==> src/rtl/xc_rf_wr_sched.sv <==
// GPR write-port scheduler: round-robin between pipeline (req0) and long-latency (req1) writeback,
// plus a busy scoreboard for read hazards. Optional XC_RF_SCHED_PERF_EN adds conflict_count.
module xc_rf_wr_sched (
  input  logic        clock,
  input  logic        reset,
  input  logic        req0_valid,
  output logic        req0_ready,
  input  logic [4:0]  req0_addr,
  input  logic [31:0] req0_wdata,
  input  logic        req1_valid,
  output logic        req1_ready,
  input  logic [4:0]  req1_addr,
  input  logic [31:0] req1_wdata,
  input  logic        iss_valid,
  output logic        iss_ready,
  input  logic [4:0]  iss_addr,
  input  logic [4:0]  rs1_addr,
  input  logic [4:0]  rs2_addr,
  input  logic [4:0]  rs3_addr,
  output logic        rs1_busy,
  output logic        rs2_busy,
  output logic        rs3_busy,
  output logic        rd_wen,
  output logic [4:0]  rd_addr,
  output logic [31:0] rd_wdata
`ifdef XC_RF_SCHED_PERF_EN
  ,output logic [31:0] conflict_count
`endif
);

  typedef struct packed {
    logic [4:0]  addr;
    logic [31:0] wdata;
  } wr_req_t;

  logic [31:0] busy, busy_nxt;
  logic        last;
  logic        e0, e1, grant0, grant1, xfer;
  wr_req_t     win;

  // req0 must not overtake a pending long-latency result to the same GPR
  assign e0     = req0_valid && !busy[req0_addr];
  assign e1     = req1_valid;
  assign grant0 = e0 && (!e1 || last);
  assign grant1 = e1 && (!e0 || !last);
  assign xfer   = grant0 || grant1;
  assign win    = grant1 ? '{addr: req1_addr, wdata: req1_wdata}
                         : '{addr: req0_addr, wdata: req0_wdata};

  assign req0_ready = grant0;
  assign req1_ready = grant1;
  assign iss_ready  = !busy[iss_addr];
  assign rs1_busy   = busy[rs1_addr] && |rs1_addr;
  assign rs2_busy   = busy[rs2_addr] && |rs2_addr;
  assign rs3_busy   = busy[rs3_addr] && |rs3_addr;

  always_comb begin
    busy_nxt = busy;
    if (grant1) busy_nxt[req1_addr] = 1'b0;
    if (iss_valid && iss_ready) busy_nxt[iss_addr] = 1'b1;
    busy_nxt[0] = 1'b0;
  end

  always_ff @(posedge clock or posedge reset) begin
    if (reset) begin
      busy     <= '0;
      last     <= 1'b1;
      rd_wen   <= 1'b0;
      rd_addr  <= '0;
      rd_wdata <= '0;
    end else begin
      busy   <= busy_nxt;
      rd_wen <= xfer && |win.addr;
      if (xfer) begin
        last     <= grant1;
        rd_addr  <= win.addr;
        rd_wdata <= win.wdata;
      end
    end
  end

`ifdef XC_RF_SCHED_PERF_EN
  always_ff @(posedge clock or posedge reset) begin
    if (reset)         conflict_count <= '0;
    else if (e0 && e1) conflict_count <= conflict_count + 32'd1;
  end
`endif

endmodule

==> config.mk <==
export PLATFORM = sky130hd
export DESIGN_NAME = xc_rf_wr_sched
export DESIGN_NICKNAME = d
export VERILOG_FILES = /design/src/rtl/xc_rf_wr_sched.sv
export SDC_FILE = /design/constraint.sdc
export NUM_CORES = 1
export LEC_CHECK = 0
export ABC_AREA = 1
export BUFFER_PORTS_ARGS = -buffer_cell sky130_fd_sc_hd__buf_4
export CORE_MARGIN = 5
export CORE_UTILIZATION = 29
export CTS_CLUSTER_DIAMETER = 30
export CTS_CLUSTER_SIZE = 16
export DETAILED_ROUTE_END_ITERATION = 7
export PLACE_DENSITY_LB_ADDON = 0.3
export SLEW_MARGIN = 10
export SYNTH_ARGS = -nofsm -noshare
export SYNTH_HDL_FRONTEND = slang
export SYNTH_SLANG_ARGS = --single-unit
==> constraint.sdc <==
create_clock -name clock -period 2.5 [get_ports clock]
set_input_delay 0.125 -clock clock [delete_from_list [all_inputs] [get_ports clock]]
set_output_delay 0.125 -clock clock [all_outputs]
set_load 0.01 [all_outputs]
==> results of run 1 <==
==> layer usage <==
metal,part of all wire,vias to the layer above,routed length [um]
met5,0,-,0
met4,0.023,0,419
met3,0.11,28,2030
met2,0.45,303,8320
met1,0.42,2476,7700
li1,-,2639,-
==> final cells by class <==
class,count,area (um2)
clock buffers,10,229
clock inverters,6,110
fillers,1756,9540
inverters,81,307
multi-input cells,512,2440
flip-flops and latches,70,1750
well taps,216,270
repair buffers,161,1240
==> placed cells by master (no fill, tap or decap) <==
cell,instances
buf_4,158
nand2_1,138
o21ai_0,115
a21oi_1,78
inv_1,74
dfrtp_1,69
nand3_1,59
nor2_1,45
o21ai_1,20
o22ai_1,18
nor3_1,16
clkbuf_16,9
inv_2,5
nand3_2,5
nand2_2,3
a41oi_1,3
o31ai_1,3
bufinv_16,3
a311oi_1,2
clkinvlp_4,2
buf_12,2
inv_4,1
nor2_2,1
o21a_1,1
nor3_2,1
nor2_4,1
clkinv_1,1
a211o_1,1
a32oi_1,1
o311ai_0,1
clkbuf_1,1
clkinv_2,1
dlygate4sd3_1,1
dfstp_2,1
==> stage by stage <==
stage                     setup slack, ns  total power, W
after detailed placement            0.399         0.00298
after global routing               0.0265         0.00472
after global placement              0.414         0.00298
final                               0.198         0.00446
after floorplan                     0.608         0.00232
after CTS                           0.204         0.00447
==> registers in the layout (all words and copies together) (netlist names) <==
register  flops
busy         31
rd_wdata     32
last          1
rd_addr       5
rd_wen        1
==> timing repair <==
| item | 4_1_cts | 5_1_grt |
|---|---|---|
| hold endpoints to repair | 23 | 0 |
| buffers inserted | 0 | 0 |
| hold buffers | 1 | 0 |
| setup endpoints to repair | 0 | 1 |
| resized for setup | 0 | 1 |
==> how the worst min path moves through the flow <==
stage	startpoint	end	slack [ns]	cells after the start
detailed placement	reset	rd_wdata[13]$_DFFE_PP0P_	0.22	2
CTS	req0_wdata[13]	rd_wdata[13]$_DFFE_PP0P_	0.03	3
floorplan	req0_wdata[10]	rd_wdata[10]$_DFFE_PP0P_	0.26	2
finish	req0_wdata[13]	rd_wdata[13]$_DFFE_PP0P_	0.03	3
global route	req0_wdata[21]	rd_wdata[21]$_DFFE_PP0P_	0.04	3
global placement	reset	rd_wdata[13]$_DFFE_PP0P_	0.22	2
==> logic make-up after synthesis <==
kind of cell | after synthesis
and+or+nand+nor | 269
AOI/OAI and AO/OA | 243
DFF | 70
buffers and inverters | 116
==> worst min-delay path, delay by kind of cell <==
kind / cells / cell delay [ns]
buffers and inverters: 1 / 0.11
AND/OR/NAND/NOR: 1 / 0.05
AO/OA/AOI/OAI: 1 / 0.05
==> power groups by stage <==
stage / sequential, W / combinational, W / clock, W
floorplan: 0.00156 / 0.000756 / 0
global placement: 0.00159 / 0.00139 / 0
detailed placement: 0.00160 / 0.00138 / 0
CTS: 0.00159 / 0.00139 / 0.00150
global route: 0.00162 / 0.00155 / 0.00155
finish: 0.00159 / 0.00139 / 0.00148
==> flow_metrics.py, run 1 <==
metrics = {
    "critical_path": {
        "critPathMostFrequentCell": "nand3_1",
        "path_cells": "inv_1 > nand2_1 > nand3_1 > nand3_1 > nand3_1 > nand3_1 > nand2_1 > nand3_2 > buf_4 > inv_1 > buf_4",
        "cp.depth": 11,
        "reg2reg_from": "busy[9]$_DFF_PP0_",
        "worstSetupPathType": "register to primary output",
        "path_buf_inv": 4,
        "cp-end-kind": "primary output",
        "crit_start": "busy[12]$_DFF_PP0_",
        "max_stage_delay_ns": 0.50,
        "cp.arrival_ns": 2.18,
        "reg2reg_to": "rd_wen$_DFF_PP0_",
        "crit_end": "req0_ready",
        "start_kind": "register",
        "rr_worst_depth": 15,
        "cp.required_ns": 2.38,
        "cp_top_family": "buffers and inverters",
        "rrSetupSlack_ns": 0.38,
        "crit_fanout": 33,
        "cp_slowest_cell": "dfrtp_1",
    },
    "sta": {
        "drv_slew": 0,
        "setup_viol": 0,
        "relSlewSlack": 0.607,
        "clock_skew_ns": 0.0105,
        "fmax_mhz": 434,
        "hold_slack_ns": 0.0333,
        "post-route-period-util": 0.921,
        "tightest_slew_ns": 0.585,
        "layout_min_cycle_time_ns": 2.30,
        "tns_ns": 0,
        "hold_viol": 0,
        "rsz0062_at_grt": "false",
    },
    "synth": {
        "synth_common_cells": "nand2_1, o21ai_0, a21oi_1",
        "synthMuxAreaShare": 0,
        "synth_top_family_by_area": "compound AO/OA/AOI/OAI gates",
        "synthSimpleGateAreaFrac": 0.247,
        "synth.area.top_cells": "dfrtp_1, o21ai_0, nand2_1",
        "yosysSeqAreaShare": 0.373,
        "synth.top_cell.area_share": 0.367,
        "ys_warn_count": 0,
        "synth_ff_type": "dfrtp_1",
        "syn_nets": 797,
        "synth_edf_count": 0,
        "ys_async_sr_fraction": 1.00,
        "syn-cell-area_mm2": 0.00470,
        "synth-compound-area-share": 0.272,
        "synth_cell_types": 31,
        "synth_cells": 698,
        "ys_ff_latch": 70,
        "yosysTopAreaCell": "dfrtp_1",
        "synthXorXnorAreaFrac": 0,
        "yosys.cell_count.top_type": "nand2_1",
        "syn_avg_cell_area_um2": 6.73,
        "synthAdderAreaFrac": 0,
    },
    "power_and_ir_drop": {
        "p_per_area_mw_per_mm2": 704,
        "clkPwrFrac": 0.331,
        "p_switching_w": 0.00155,
        "p_comb_frac": 0.312,
        "ir_drop_mv": 0.317,
        "intPower_w": 0.00291,
        "p_leak_nw": 3.00,
        "seqPwrFrac": 0.357,
        "switching_share": 0.348,
    },
    "route": {
        "vias": 5446,
        "drc": 0,
        "drt-vias-per-instance": 5.16,
        "wl_mm": 18.5,
        "detail_route.wl_per_cell_um": 17.5,
        "detail-route-antenna-nets": 0,
        "drt-pass1-iter-count": 5,
        "drt_iter0_drc": 489,
    },
    "flow_run": {
        "cap_violations": 0,
    },
    "clock_network": {
        "clk_latency_ns": 0.34,
        "cts-root-buf": "clkbuf_16",
        "clockBufferDepth": 2,
        "cts_tree": "yes",
        "htree_levels": 3,
        "clk_transition_reported_paths_ns": 0.06,
        "cts_buffers": 9,
        "clkSinkCount": 70,
    },
    "cells_and_area": {
        "antenna_cells": 0,
        "syn_to_final_growth_pct": 35.0,
        "postLayoutCoreUtil": 0.399,
        "drive_above_1_share": 0.230,
        "stdcell_count": 1056,
        "fin_area_mm2": 0.00634,
        "nets": 934,
    },
    "place": {
        "place_congestion": 0.921,
        "dp_cells": 1039,
        "numPortBuffers": 142,
        "dp_hpwl_mm": 14.2,
        "place_area_mm2": 0.00599,
    },
    "global_routing": {
        "grt_use_total": 0.196,
        "grtUsageMet2": 0.299,
        "grt_overflow_total": 0,
        "top_usage_layer": "met2",
        "grt_pass1_vias": 5240,
        "use_met3": 0.0555,
        "grt_max_degree": 48,
        "antenna_found_initial": 0,
        "grt_util_met1": 0.263,
        "grt_pass1_wl_mm": 28.7,
    },
    "die": {
        "die_h_um": 137,
        "start_util": 0.296,
        "die_w_um": 137,
        "num_rows": 46,
        "pin_count": 143,
        "die_area_mm2": 0.0189,
        "core_mm2": 0.0159,
    },
    "run_status": {
        "status": "finished clean",
    },
    "hold_path": {
        "hp-class": "input port to register",
    },
}
Note: power is estimated with default switching activity, not from simulation.
==> run 2, diff against run 1 <==
==> constraint.sdc (replaced) <==
create_clock -name clock -period 2.5 [get_ports clock]
set_input_delay 0.625 -clock clock [delete_from_list [all_inputs] [get_ports clock]]
set_output_delay 0.625 -clock clock [all_outputs]
set_load 0.01 [all_outputs]
==> run 2 against run 1 <==
Against the previous run: sequential power about the same; flip-flop and latch count stayed put; worst hold slack improved by 0.36 ns; cell count up 4.7%; die area unchanged; clock power shrank 12%; critical path type is now input port to primary output; highest routed layer unchanged.
==> flow_metrics.py, run 2 (synthesized netlist as in run 1, its figures left out) <==
metrics = {
    "cells_and_area": {
        "fin_area_mm2": 0.00682,
        "final_common_cell": "buf_4",
        "largest_registers": "rd_wdata x32, busy x31, rd_addr x5",
        "stdcell_count": 1106,
        "multi_input_area_mm2": 0.00248,
        "largest_register_ff_count": 32,
        "final_cell_mix": "buf_4, nand2_1, o21ai_0",
        "syn_to_final_growth_pct": 45.2,
        "regArea_mm2": 0.00176,
        "postLayoutCoreUtil": 0.430,
        "largest_register": "rd_wdata",
        "fill_cells": 1745,
        "nets": 984,
        "drive_above_1_share": 0.316,
        "antenna_cells": 0,
    },
    "critical_path": {
        "worstSetupPathType": "input port to primary output",
        "cp_slowest_cell": "buf_6",
        "path_cells": "buf_6 > clkinvlp_4 > buf_6 > o21ai_1 > nand3_1 > nand3_2 > o311ai_2 > nor2_1 > a41oi_2 > buf_4",
        "reg2reg_from": "busy[1]$_DFF_PP0_",
        "critPathMostFrequentCell": "buf_6",
        "reg2reg_to": "busy[8]$_DFF_PP0_",
        "max_stage_delay_ns": 0.19,
        "rrSetupSlack_ns": 0.40,
        "cp-end-kind": "primary output",
        "crit_fanout": 8,
        "cp.required_ns": 1.88,
        "rr_worst_depth": 10,
        "start_kind": "input port",
        "cp.arrival_ns": 1.83,
    },
    "sta": {
        "fmax_mhz": 408,
        "hold_slack_ns": 0.396,
        "layout_min_cycle_time_ns": 2.45,
        "hold_viol": 0,
        "rsz0062_at_grt": "true",
        "setup_viol": 0,
        "post-route-period-util": 0.981,
        "tns_ns": 0,
        "relSlewSlack": 0.642,
        "drv_slew": 0,
        "clock_skew_ns": 0.0122,
        "tightest_slew_ns": 0.532,
    },
    "flow_run": {
        "cap_violations": 0,
    },
    "route": {
        "drt-vias-per-instance": 5.13,
        "drc": 0,
        "detail_route.wl_per_cell_um": 16.8,
        "vias": 5675,
        "wl_mm": 18.6,
        "drt_iter0_drc": 543,
        "detail-route-antenna-nets": 0,
        "drt-pass1-iter-count": 6,
    },
    "power_and_ir_drop": {
        "p_per_area_mw_per_mm2": 675,
        "p_leak_nw": 3.22,
        "ir_drop_mv": 0.302,
    },
    "place": {
        "dp_hpwl_mm": 14.0,
        "place_congestion": 0.951,
        "dp_cells": 1070,
        "place_area_mm2": 0.00623,
        "numPortBuffers": 142,
    },
    "clock_network": {
        "cts-root-buf": "clkbuf_16",
        "htree_levels": 3,
        "hold_buffers": 0,
        "clockBufferDepth": 2,
        "clkSinkCount": 70,
        "clk_transition_reported_paths_ns": 0.06,
        "cts_tree": "yes",
        "clk_latency_ns": 0.33,
        "cts_buffers": 9,
    },
    "die": {
        "pin_count": 143,
        "die_area_mm2": 0.0189,
        "die_w_um": 137,
        "num_rows": 46,
        "core_mm2": 0.0159,
        "die_h_um": 137,
        "start_util": 0.296,
    },
    "global_routing": {
        "grt_pass1_wl_mm": 28.5,
        "grt_overflow_total": 0,
        "grt_max_degree": 39,
        "grt_pass1_vias": 5367,
        "antenna_found_initial": 0,
        "grt_use_total": 0.194,
    },
    "run_status": {
        "status": "finished clean",
    },
    "hold_path": {
        "hp-class": "input port to asynchronous set/reset pin",
    },
}
==> run 2: changes by cell type in the layout (fill, tap and decap cells not counted), moves of 6 or more <==
cell and change:
buf_4 +42, inv_1 -18, inv_2 +11, dfrtp_1 -8
dfrtp_2 +8, o21ai_0 -7, o21ai_1 +7, buf_6 +6
==> run 2: what timing repair did <==
item,CTS,global route
resized for setup,6,55
setup buffers,1,19
setup endpoints to repair,3,6
pin swaps,1,5
==> run 2: critical path, delay by kind of cell <==
| family | cells | cell delay (ns) |
|---|---|---|
| AND/OR/NAND/NOR | 3 | 0.34 |
| AO/OA/AOI/OAI | 3 | 0.25 |
| buffers and inverters | 4 | 0.62 |
==> run 2: worst max-delay path by stage <==
stage / from / endpoint / slack (ns)
3_5_place_dp: iss_addr[1] / busy[8]$_DFF_PP0_ / -0.04
4_1_cts: iss_addr[0] / iss_ready / 0.004
2_1_floorplan: rs1_addr[1] / rs1_busy / 0.008
3_3_place_gp: req0_addr[0] / req1_ready / -0.005
6_report: rs1_addr[0] / rs1_busy / 0.05
5_1_grt: rs1_addr[0] / rs1_busy / -0.03
==> run 2: power breakdown <==
| group | internal (W) | switching, W |
|---|---|---|
| Combinational | 0.000745 | 0.000989 |
| Clock | 0.000796 | 0.000500 |
| Sequential | 0.00138 | 0.000195 |
==> run 2: metal layers <==
layer | global-route usage | vias up | wire, um
met4 | 0.0776 | 0 | 643
li1 | - | 2732 | -
met3 | 0.0712 | 60 | 2380
met2 | 0.295 | 361 | 8060
met1 | 0.250 | 2522 | 7520
met5 | 0 | - | 0
==> run 2: cell type report <==
class / count / share of cell area
multi-input cells: 512 / 0.364
flip-flops and latches: 70 / 0.258
repair buffers: 211 / 0.244
inverters: 81 / 0.0502
well taps: 216 / 0.0396
clock buffers: 10 / 0.0350
clock inverters: 6 / 0.00899
==> run 2: through the flow <==
stage | total power [W] | worst slack [ns]
2_1_floorplan | 0.00232 | 0.00844
3_3_place_gp | 0.00313 | -0.00534
3_5_place_dp | 0.00313 | -0.0384
4_1_cts | 0.00444 | 0.00367
5_1_grt | 0.00484 | -0.0325
6_report | 0.00460 | 0.0471
